### src/rtl/capping_pkg.sv
// Shared encodings for the cork-capping station: FSM states and latched fault codes.
package capping_pkg;

  typedef enum logic [1:0] {
    IDLE    = 2'b00,
    SEAL    = 2'b01,
    RELEASE = 2'b10,
    ALARM   = 2'b11
  } state_t;

  typedef enum logic [1:0] {
    F_NONE     = 2'b00,
    F_EMPTY    = 2'b01,
    F_POS_LOST = 2'b10,
    F_JAM      = 2'b11
  } fault_t;

  // Width of a down/up counter able to hold values 0..n-1, never narrower than 1 bit.
  function automatic int cnt_width(input int n);
    return (n > 1) ? $clog2(n) : 1;
  endfunction

endpackage

### src/rtl/cork_stock_counter.sv
// Cork magazine stock: refill and consume in one cycle, saturating at capacity.
module cork_stock_counter #(
  parameter int STOCK_W    = 8,
  parameter int MAX_STOCK  = 200,
  parameter int INIT_STOCK = 0,
  parameter int LOW_LEVEL  = 10
) (
  input  logic               clk,
  input  logic               reset,
  input  logic               accept,
  input  logic [STOCK_W-1:0] qty,
  input  logic               consume,
  output logic [STOCK_W-1:0] stock,
  output logic               empty,
  output logic               low_stock
);

  localparam logic [STOCK_W:0]   MAX_EXT  = (STOCK_W+1)'(MAX_STOCK);
  localparam logic [STOCK_W-1:0] INIT_VAL = STOCK_W'(INIT_STOCK);
  localparam logic [STOCK_W-1:0] LOW_VAL  = STOCK_W'(LOW_LEVEL);

  logic [STOCK_W-1:0] stock_reg;
  logic [STOCK_W-1:0] stock_next;
  logic [STOCK_W:0]   add_ext;
  logic [STOCK_W:0]   sum_next;

  // One extra bit keeps stock + qty from wrapping before the clamp.
  always_comb begin
    add_ext    = accept ? {1'b0, qty} : '0;
    sum_next   = {1'b0, stock_reg} + add_ext - {{STOCK_W{1'b0}}, consume};
    stock_next = (sum_next > MAX_EXT) ? MAX_EXT[STOCK_W-1:0] : sum_next[STOCK_W-1:0];
  end

  always_ff @(posedge clk or posedge reset) begin
    if (reset) begin
      stock_reg <= INIT_VAL;
    end else begin
      stock_reg <= stock_next;
    end
  end

  assign stock     = stock_reg;
  assign empty     = (stock_reg == '0);
  assign low_stock = (stock_reg <= LOW_VAL);

endmodule

### src/rtl/capping_controller.sv
// Cork-capping station: timed seal pulse, release/jam supervision and latched faults.
module capping_controller
  import capping_pkg::*;
#(
  parameter int STOCK_W     = 8,
  parameter int MAX_STOCK   = 200,
  parameter int INIT_STOCK  = 0,
  parameter int LOW_LEVEL   = 10,
  parameter int SEAL_CYCLES = 4,
  parameter int JAM_CYCLES  = 32
) (
  input  logic               clk,
  input  logic               reset,
  input  logic               bottle_in,
  input  logic               pos_ok,
  input  logic               ack_alarm,
  input  logic               refill_valid,
  input  logic [STOCK_W-1:0] refill_qty,
  output logic               refill_ready,
  output logic               seal_en,
  output logic               done,
  output logic [STOCK_W-1:0] stock,
  output logic               low_stock,
  output logic               alarm,
  output logic [1:0]         fault_code
);

  localparam int SEAL_W = cnt_width(SEAL_CYCLES);
  localparam int JAM_W  = cnt_width(JAM_CYCLES);
  localparam logic [SEAL_W-1:0] SEAL_LAST = SEAL_W'(SEAL_CYCLES - 1);
  localparam logic [JAM_W-1:0]  JAM_LAST  = JAM_W'(JAM_CYCLES - 1);

  state_t            state_reg;
  fault_t            fault_reg;
  logic [SEAL_W-1:0] seal_cnt_reg;
  logic [JAM_W-1:0]  jam_cnt_reg;
  logic              seal_en_reg;
  logic              done_reg;

  logic accept;
  logic start;
  logic stock_empty;
  logic cleared;

  assign refill_ready = (state_reg == IDLE) || (state_reg == ALARM);
  assign accept       = refill_valid && refill_ready;
  assign start        = (state_reg == IDLE) && !stock_empty && bottle_in && pos_ok;
  // An empty-magazine fault clears with stock; positional faults clear once the bottle is gone.
  assign cleared      = (fault_reg == F_EMPTY) ? !stock_empty : !bottle_in;

  cork_stock_counter #(
    .STOCK_W    (STOCK_W),
    .MAX_STOCK  (MAX_STOCK),
    .INIT_STOCK (INIT_STOCK),
    .LOW_LEVEL  (LOW_LEVEL)
  ) u_stock (
    .clk       (clk),
    .reset     (reset),
    .accept    (accept),
    .qty       (refill_qty),
    .consume   (start),
    .stock     (stock),
    .empty     (stock_empty),
    .low_stock (low_stock)
  );

  always_ff @(posedge clk or posedge reset) begin
    if (reset) begin
      state_reg    <= IDLE;
      fault_reg    <= F_NONE;
      seal_cnt_reg <= '0;
      jam_cnt_reg  <= '0;
      seal_en_reg  <= 1'b0;
      done_reg     <= 1'b0;
    end else begin
      done_reg <= 1'b0;
      case (state_reg)
        IDLE: begin
          // A refill landing on an empty magazine defers the seal by one cycle instead of alarming.
          if (stock_empty && !accept) begin
            state_reg <= ALARM;
            fault_reg <= F_EMPTY;
          end else if (start) begin
            state_reg    <= SEAL;
            seal_cnt_reg <= SEAL_LAST;
            seal_en_reg  <= 1'b1;
          end
        end
        SEAL: begin
          if (!pos_ok) begin
            state_reg   <= ALARM;
            fault_reg   <= F_POS_LOST;
            seal_en_reg <= 1'b0;
          end else if (seal_cnt_reg == '0) begin
            state_reg   <= RELEASE;
            jam_cnt_reg <= '0;
            seal_en_reg <= 1'b0;
            done_reg    <= 1'b1;
          end else begin
            seal_cnt_reg <= seal_cnt_reg - 1'b1;
          end
        end
        RELEASE: begin
          if (!bottle_in) begin
            state_reg <= IDLE;
          end else if (jam_cnt_reg == JAM_LAST) begin
            state_reg <= ALARM;
            fault_reg <= F_JAM;
          end else begin
            jam_cnt_reg <= jam_cnt_reg + 1'b1;
          end
        end
        ALARM: begin
          if (ack_alarm && cleared) begin
            state_reg <= IDLE;
            fault_reg <= F_NONE;
          end
        end
        default: begin
          state_reg <= IDLE;
        end
      endcase
    end
  end

  assign seal_en    = seal_en_reg;
  assign done       = done_reg;
  assign alarm      = (state_reg == ALARM);
  assign fault_code = fault_reg;

endmodule

### config.mk
export PLATFORM = sky130hd
export DESIGN_NAME = capping_controller
export DESIGN_NICKNAME = d
export VERILOG_FILES = /design/src/rtl/capping_pkg.sv /design/src/rtl/cork_stock_counter.sv /design/src/rtl/capping_controller.sv
export SDC_FILE = /design/constraint.sdc
export NUM_CORES = 1
export LEC_CHECK = 0
export ABC_AREA = 0
export CAP_MARGIN = 20
export CORE_MARGIN = 5
export CORE_UTILIZATION = 40
export DETAILED_ROUTE_END_ITERATION = 10
export PLACE_DENSITY = 0.73
export RECOVER_POWER = 100
export SYNTH_ARGS = -nofsm -noshare
export SYNTH_HDL_FRONTEND = slang
export SYNTH_SLANG_ARGS = --single-unit
### constraint.sdc
create_clock -name clk -period 3.5 [get_ports clk]
set_input_delay 0.7 -clock clk [delete_from_list [all_inputs] [get_ports clk]]
set_output_delay 0.7 -clock clk [all_outputs]
set_load 0.005 [all_outputs]
[Word level (Yosys, flattened, before mapping)]
Index checks and enable logic that the tools add are counted.
Operators by class
  $add $sub $neg: 4
  equality and inequality tests: 19
  reduce and logical (&&, ||, !) cells: 20
  muxes and demuxes: 33
  magnitude comparators: 2
Operators by type and width (count)
  $mux W2: 14
  $mux W5: 4
  $mux W8: 2
  $ne A2 B2 Y1 const B: 8
  $pmux W2 S4: 2
  $reduce_and A5 Y1: 3
  $pmux W5 S2: 1
  $add A8 B9 Y9: 1
  $gt A9 B8 Y1 const B: 1
  $sub A9 B1 Y9: 1
  $le A8 B4 Y1 const B: 1
  $logic_not A8 Y1: 1
  $mux W1: 8
  $reduce_and A4 Y1: 2
  $logic_and A1 B1 Y1: 6
  $ne A2 B1 Y1 const B: 3
  $ne A3 B3 Y1 const B: 2
  $add A5 B1 Y5 const B: 1
  $eq A5 B5 Y1 const B: 1
  $eq A2 B1 Y1 const B: 2
  $eq A2 B2 Y1 const B: 2
  $logic_not A2 Y1: 2
  $pmux W2 S2: 1
  $reduce_bool A2 Y1: 2
  other kinds (5): 7
Word-level totals
  register bits after elaboration: 21
  output and inout port bits: 15
  logic and storage cells: 85
  bits of input ports: 14

[Depth between registers and ports, before layout]
Gate-level depths: netlist (run 1).
  depth in word-level cells: 8
  mapped depth: 13
  mapped depth without buffers: 12

[By module]
From an unflattened synthesis (run 1), not the netlist that was laid out.
Second synthesis, totals
  cell total of the unflattened synthesis: 213
  area, all modules: 1834.3 µm²
By module, submodules not included
  cork_stock_counter: cells each 118, area each 969.7 µm², instances 1, seq. area each 200.2 µm²
  capping_controller: cells each 95, area each 864.6 µm², instances 1, seq. area each 325.3 µm²

[Worst setup path after synthesis (run 1)]
OpenSTA, ideal clock, no wires.
  path type: flip-flop to flip-flop
  start: register u_stock.stock_reg[4], in the netlist u_stock.stock[4]
  end: register u_stock.stock_reg[3], in the netlist u_stock.stock[3]
  buffers on the path: 0
  clock period less this slack: 3.230 ns
  data required time: 3.376 ns
  setup time: 0.124 ns
  arrival time: 3.106 ns
  path slack: 0.270 ns
  stages on the path, launching flop included: 13
  cells stage by stage: dfrtp_1 nor4_4 nand2_2 and4_2 ha_1 inv_1 ha_1 fa_1 a21o_1 a221oi_1 or4_1 nand3_1 a211o_1
Between the ends
  longest elaborated chain between the ends: 8
  elaborated cells between the ends (all ways): 9
  classes of those cells: add/sub: 2; order compare: 1; mux: 1; reduce/logical: 5
Ends and longest elaborated chain
  from (decl): RTL line cork_stock_counter.sv:22  | logic [STOCK_W-1:0] stock_reg;
  from (signal assigned): RTL line cork_stock_counter.sv:38  | stock_reg <= stock_next;
  parallel branches: the longest is 5 deep, another holds $add A8 B9 Y9
  $sub A9 B1 Y9 *: RTL line cork_stock_counter.sv:30  | sum_next = {1'b0, stock_reg} + add_ext - {{STOCK_W{1'b0}}, consume};
  $gt A9 B8 Y1: RTL line cork_stock_counter.sv:31  | stock_next = (sum_next > MAX_EXT) ? MAX_EXT[STOCK_W-1:0] : sum_next[STOCK_W-1:0];
  $mux W8 *: RTL line cork_stock_counter.sv:31
  via u_stock.stock_next[3]: RTL line cork_stock_counter.sv:23  | logic [STOCK_W-1:0] stock_next;
Mark *: on every way through the listed nets, which the timed path passes.
A chain may end at the register's enable or synchronous reset.

[Final worst setup path (run 1)]
  start: register u_stock.stock_reg[3], in the netlist u_stock.stock[3]
  end: register u_stock.stock_reg[2], in the netlist u_stock.stock[2]
Same word-level chain as after synthesis.

==> run summary, run 1 <==
crit-path max FO: 3
Placeable Area: 4380 um^2
largest family of logic cells by synthesized area: compound AO/OA/AOI/OAI gates
Net Count, Synth: 245
dpl hpwl: 3440 um
Placed Instances: 302
Finished Cell Area: 2320 um^2
Period minus WS final: 3.33 ns
cell area after synthesis: 1820 um^2
Fillers: 413
Num CTS Buffers: 3
CP Class: reg -> reg
IO buf count: 28
Worst R2R End: u_stock.stock[2]$_DFF_PP0_
Syn Area/Cell: 8.81 um^2
final critical-path share of the clock period: 95.2%
final-stage net count: 294
hold path endpoint: jam_cnt_reg[4]$_DFFE_PP0P_
share of layout cells above drive strength 1: 13.0%
fin util: 52.9%
EDFF count, synth: 0
DR vias/cell: 5.31
TritonCTS clock tree: yes
Detailed Route Iter0 Violations: 99
root buf cell: clkbuf_8
Max Cap Viol: 0
xor/xnor share of the synthesized area: 1.93%
f_max: 300 MHz
Multi-input gate area: 1130 um^2
WL final: 4170 um
non-filler cells, final: 306
clk_skew: 0.00561 ns
register area: 527 um^2
die width: 77.4 um
Peak VDD IR: 0.405 mV
crit path DAT: 3.51 ns
GP Congestion: 0.781
mux cell area share after synthesis: 2.76%
H-tree depth: 1
r2r worst-path depth: 14
Final setup viols: 0
CP startpoint kind: register
commonest non-fill, non-tap cell in the layout: inv_1
initial antenna violation count: 0
vias in the first global route: 1616
Skew-Pair Late Insertion Delay: 0.26 ns
Clk pin slew, worst setup/hold paths: 0.07 ns
static leakage: 1.16 nW
max incr delay on CP: 0.45 ns
DR DRC count: 0
most frequent cells in the layout: inv_1, ha_1, dfrtp_1, nand2_1, buf_4
CTS max path bufs: 2
Final Slew Violations: 0
min-delay src: jam_cnt_reg[4]$_DFFE_PP0P_
Async S/R FF share, synth: 100%
grt total ovfl: 0
PnR Total Power: 2.54 mW
Post-CTS Setup Repair Bufs: 0
first-pass GRT wire length: 7040 um
dominant register cell in the synthesized netlist: dfrtp_1
Crit path max-delay family: simple AND/OR/NAND/NOR gates
post-synthesis sequential area ratio: 28.9%
worst-margin pin slew: 0.826 ns
P per Cell Area: 1090 nW/um^2
max FFs per register: 8
CTS sink cnt: 21
DIE AREA: 5990 um^2
Worst Setup End Kind: register
RSZ-0062 raised after global routing: false
#FFs+latches synth: 21
critical path depth: 14
CP required: 3.67 ns
post-synth cell types: 47
relative slew slack: 43.5%
status: finished, final reports clean
Post-Place Cell Area: 2290 um^2
Post-DRT Antenna Nets: 0
io pins: 29
Gate Count Post-Synth: 206
WP buf/inv: 3
drt wl/cell: 13.6 um
Die Y: 77.4 um
Hold Violations, Final: 0
Setup TNS: 0 ns
crit path cell chain: nor4_4 > nand2_2 > and4_2 > ha_1 > inv_1 > ha_1 > fa_2 > a21o_1 > a221oi_1 > buf_4 > or4_1 > buf_4 > nand4_1 > a21oi_1
Vias: 1626
worst hold path stage count: 2
Adder-Cell Fraction of Synth Area: 17.6%
total track usage: 14.0%
R2R Setup Slk: 0.17 ns
# rows: 24
pin count of the biggest net entering global routing: 22
yosys warns: 0
Pre-Repair DR Iteration Count: 4
Ant. Diodes: 0
compound-cell area share of the yosys netlist: 21.6%
slowest CP cell: dfrtp_2
initial core utilization: 41.4%
Hold Crit Class: reg -> reg
FF-to-FF Start: u_stock.stock[3]$_DFF_PP0_
Layout area overhead: 27.6%
Synth Area in Simple Gates: 18.8%
==> cells by family after synthesis <==
family | Yosys count
multiplexers | 4
buffers and inverters | 40
AND/OR/NAND/NOR | 59
AO/OA/AOI/OAI | 53
XOR/XNOR | 4
flip-flops | 21
adder cells (fa/ha/maj) | 25
==> metrics by stage <==
stage          hold WS, ns  worst slack [ns]
2_1_floorplan        0.456             0.270
3_3_place_gp         0.468            -0.223
3_5_place_dp         0.477            -0.276
4_1_cts              0.493            0.0257
5_1_grt              0.546           0.00225
6_report             0.487             0.168
==> worst register-to-register path, cell delays in order (launching register included) <==
cell      delay, ns
dfrtp_2        0.45
nor4_4         0.33
nand2_2        0.09
and4_2         0.27
ha_1           0.27
inv_1          0.04
ha_1           0.21
fa_2           0.37
a21o_1         0.22
a221oi_1       0.27
buf_4          0.17
or4_1          0.16
buf_4          0.14
nand4_1        0.09
a21oi_1        0.18
==> cell usage after synthesis (all sizes together), types with 3 or more instances <==
| master | number | area share [%] |
|---|---|---|
| nand2 | 18 | 3.9 |
| and3 | 5 | 1.7 |
| nor3b | 3 | 1.2 |
| o21ai | 11 | 3.0 |
| a21oi | 10 | 3.0 |
| a21boi | 3 | 1.2 |
| nand3 | 4 | 1.1 |
| ha | 24 | 17 |
| a21o | 5 | 2.1 |
| a211o | 5 | 2.6 |
| nand4 | 3 | 1.0 |
| nor2 | 8 | 1.7 |
| nor3 | 3 | 0.83 |
| inv | 38 | 7.9 |
| nand2b | 4 | 1.4 |
| nor2b | 3 | 1.0 |
| a31oi | 3 | 1.0 |
| dfrtp | 21 | 29 |
==> routing by layer <==
metal / GRT usage [%] / vias to the layer above / part of all wire, % / routed length (um)
met4: 2.75 / 0 / 0.67 / 28
met2: 22.2 / 33 / 44 / 1850
met1: 19.3 / 761 / 50 / 2100
met5: 0 / - / 0 / 0
li1: - / 827 / - / -
met3: 3.70 / 5 / 4.6 / 190
==> what timing repair did <==
action | in CTS | in global routing
endpoints found under the hold margin | 0 | 0
endpoints found under the setup margin | 1 | 8
pin swaps | 0 | 3
hold buffers | 0 | 0
gates resized for setup | 1 | 6
gates cloned | 0 | 0
==> power by group <==
part | total, mW | internal (mW) | switching [mW]
Combinational | 1.95 | 0.957 | 0.997
Clock | 0.156 | 0.0811 | 0.0748
Sequential | 0.425 | 0.341 | 0.0840
Total | 2.54 | 1.38 | 1.16
==> worst max path at each step <==
stage / start / endpoint / slack [ns]
finish: u_stock.stock[3]$_DFF_PP0_ / u_stock.stock[2]$_DFF_PP0_ / 0.17
CTS: pos_ok / u_stock.stock[3]$_DFF_PP0_ / 0.03
global placement: pos_ok / u_stock.stock[3]$_DFF_PP0_ / -0.22
floorplan: u_stock.stock[4]$_DFF_PP0_ / u_stock.stock[3]$_DFF_PP0_ / 0.27
detailed placement: refill_valid / u_stock.stock[3]$_DFF_PP0_ / -0.28
global route: u_stock.stock[3]$_DFF_PP0_ / u_stock.stock[1]$_DFF_PP0_ / 0.002
==> cell type report <==
class | count | share of cell area, %
Inverter | 38 | 6.16
Tap cell | 52 | 2.81
Timing Repair Buffer | 46 | 17.7
Sequential cell | 21 | 22.7
Clock buffer | 4 | 1.94
Multi-Input combinational cell | 145 | 48.7
(Power assumes the default switching activity.)
==> run 2, diff against run 1 <==
Clock period 3.5 ns to 3.4 ns, I/O delays scaled along.
==> run 2 against run 1 <==
Against the previous run: cell area up 5.7%; register-to-register slack worse by 0.02 ns; routed wire length up 0.96%; global-route usage up 0.21 points; flip-flop and latch count unchanged; final cell count up 3.6%; critical path depth unchanged.
==> run summary, run 2 (synthesis gave the netlist of run 1 again) <==
min-delay src: jam_cnt_reg[4]$_DFFE_PP0P_
metal2 WL: 1900 um (+2.9%)
relative slew slack: 39.5% (-4.0 points)
dpl hpwl: 3360 um (-2.5%)
first-pass GRT wire length: 7130 um (+1.2%)
share of layout cells above drive strength 1: 19.2% (+6.3 points)
Final setup viols: 0 (unchanged)
DR vias/cell: 5.23 (-1.6%)
Skew-Pair Late Insertion Delay: 0.26 ns (about the same)
Period minus WS final: 3.26 ns
IO buf count: 28 (unchanged)
TritonCTS clock tree: yes
initial core utilization: 41.4% (unchanged)
uppermost layer routed: met4
most frequent cells in the layout: inv_1, buf_4, ha_1, dfrtp_1, nand2_1
Peak VDD IR: 0.415 mV (+2.5%)
Post-DRT Antenna Nets: 0 (unchanged)
Layout area overhead: 34.9%
GP Congestion: 0.767 (-1.8%)
Setup TNS: 0 ns (unchanged)
final-stage net count: 305 (+3.7%)
met3 routed WL: 189 um (-0.53%)
final critical-path share of the clock period: 96.0%
Detailed Route Iter0 Violations: 91 (-8.1%)
hold_buf cts: 0 (unchanged)
CP required: 3.55 ns (-0.12 ns)
pin count of the biggest net entering global routing: 22 (unchanged)
commonest non-fill, non-tap cell in the layout: inv_1
die width: 77.4 um (unchanged)
M1 WL: 2080 um (-0.62%)
Clk pin slew, worst setup/hold paths: 0.07 ns (about the same)
# rows: 24 (unchanged)
CP startpoint kind: input pin
CTS sink cnt: 21 (unchanged)
f_max: 306 MHz
Ant. Diodes: 0 (unchanged)
vias in the first global route: 1565 (-3.2%)
DR DRC count: 0 (unchanged)
Fillers: 415 (+0.48%)
PnR Total Power: 2.89 mW (+14%)
total track usage: 14.2% (+0.21 points)
worst-margin pin slew: 0.885 ns (+0.0587 ns)
status: finished, final reports clean
WL final: 4210 um (+0.96%)
Die Y: 77.4 um (unchanged)
Hold Violations, Final: 0 (unchanged)
crit path DAT: 3.41 ns (-0.10 ns)
root buf cell: clkbuf_8
CP Class: in -> reg
P per Cell Area: 1180 nW/um^2 (+7.9%)
Num CTS Buffers: 3 (unchanged)
Setup crit start: refill_valid
FF-to-FF Start: u_stock.stock[5]$_DFF_PP0_
clk_skew: 0.00373 ns (-0.00188 ns)
crit-path max FO: 6 (+3)
drt wl/cell: 13.3 um (-2.5%)
Max Cap Viol: 0 (unchanged)
Placeable Area: 4380 um^2 (unchanged)
H-tree depth: 1 (unchanged)
Final Slew Violations: 0 (unchanged)
DIE AREA: 5990 um^2 (unchanged)
static leakage: 1.23 nW (+5.8%)
Worst Setup End Kind: register
initial antenna violation count: 0 (unchanged)
Hold Crit Class: reg -> reg
io pins: 29 (unchanged)
register area: 526 um^2 (-0.24%)
Multi-input gate area: 1180 um^2 (+4.3%)
grt total ovfl: 0 (unchanged)
Vias: 1658 (+2.0%)
Pre-Repair DR Iteration Count: 4 (unchanged)
max FFs per register: 8 (unchanged)
CTS max path bufs: 2 (unchanged)
[run 2: cell types whose count changed in the layout (fill, tap and decap cells not counted), sizes merged]
cell / before / now
dlygate4sd3: 13 / 14
dlymetal6s2s: 1 / 0
buf: 16 / 27
[run 2: where the power goes]
group	leakage (nW)	switching [mW]	total [mW]	internal, mW
combinational	0.951	1.13	2.30	1.16
clock	0.0228	0.0757	0.159	0.0833
sequential	0.258	0.0820	0.432	0.350
total	1.23	1.29	2.89	1.60
[run 2: metrics by stage]
| stage | hold WS [ns] | setup WS (ns) | cells | utilization (%) | instance area (um^2) |
|---|---|---|---|---|---|
| CTS | 0.504 | 0.000363 | 315 | 54.8 | 2400 |
| global placement | 0.469 | -0.250 | 311 | 53.7 | 2360 |
| finish | 0.496 | 0.135 | 317 | 55.9 | 2450 |
| floorplan | 0.456 | 0.170 | 206 | - | 1820 |
| global route | 0.535 | -0.0193 | 317 | 55.9 | 2450 |
| detailed placement | 0.487 | -0.314 | 311 | 53.7 | 2360 |
[run 2: area by class of cell]
type,instances,share of cell area (%)
Inverter,38,5.83
Clock buffer,4,1.84
Tap cell,52,2.66
Multi-Input combinational cell,145,48.0
Timing Repair Buffer,57,20.2
Sequential cell,21,21.5
[run 2: routing by layer]
layer	vias up	global-route usage, %
met4	0	2.75
met1	771	20.4
li1	848	-
met3	2	3.24
met5	-	0
met2	37	22.0
[run 2: critical path, cell delays in order]
cell and delay (ns):
clkdlybuf4s50_1 0.46, nor2b_4 0.16, buf_4 0.15, nand2_1 0.06
ha_1 0.26, inv_1 0.04, ha_1 0.36, a21o_1 0.24
a221oi_2 0.24, buf_4 0.17, xnor2_2 0.12, a21oi_2 0.05
buf_4 0.16, a211o_1 0.25
[run 2: repair_timing]
item	in CTS	in global routing
gates resized for setup	2	17
pin swaps	2	6
endpoints found under the setup margin	3	8
cloned	0	0
buffers inserted	0	2
[run 2: worst paths after layout]
kind                            slack (ns)  cells past startpoint                         end
worst min-delay path                  0.50                      2  jam_cnt_reg[4]$_DFFE_PP0P_
max in group asynchronous             1.91                      2  u_stock.stock[0]$_DFF_PP0_
min in group asynchronous             1.00                      2  u_stock.stock[1]$_DFF_PP0_
worst min register to register        0.50                      2  jam_cnt_reg[4]$_DFFE_PP0P_
worst max-delay path                  0.14                     14  u_stock.stock[3]$_DFF_PP0_
worst max register to register        0.15                     14  u_stock.stock[3]$_DFF_PP0_
==> run 3, diff against run 2 <==
Settings changed: HOLD_SLACK_MARGIN set to 0.1.
==> results of run 3 <==
Final layout, timing and power as in run 2 (identical DEF).
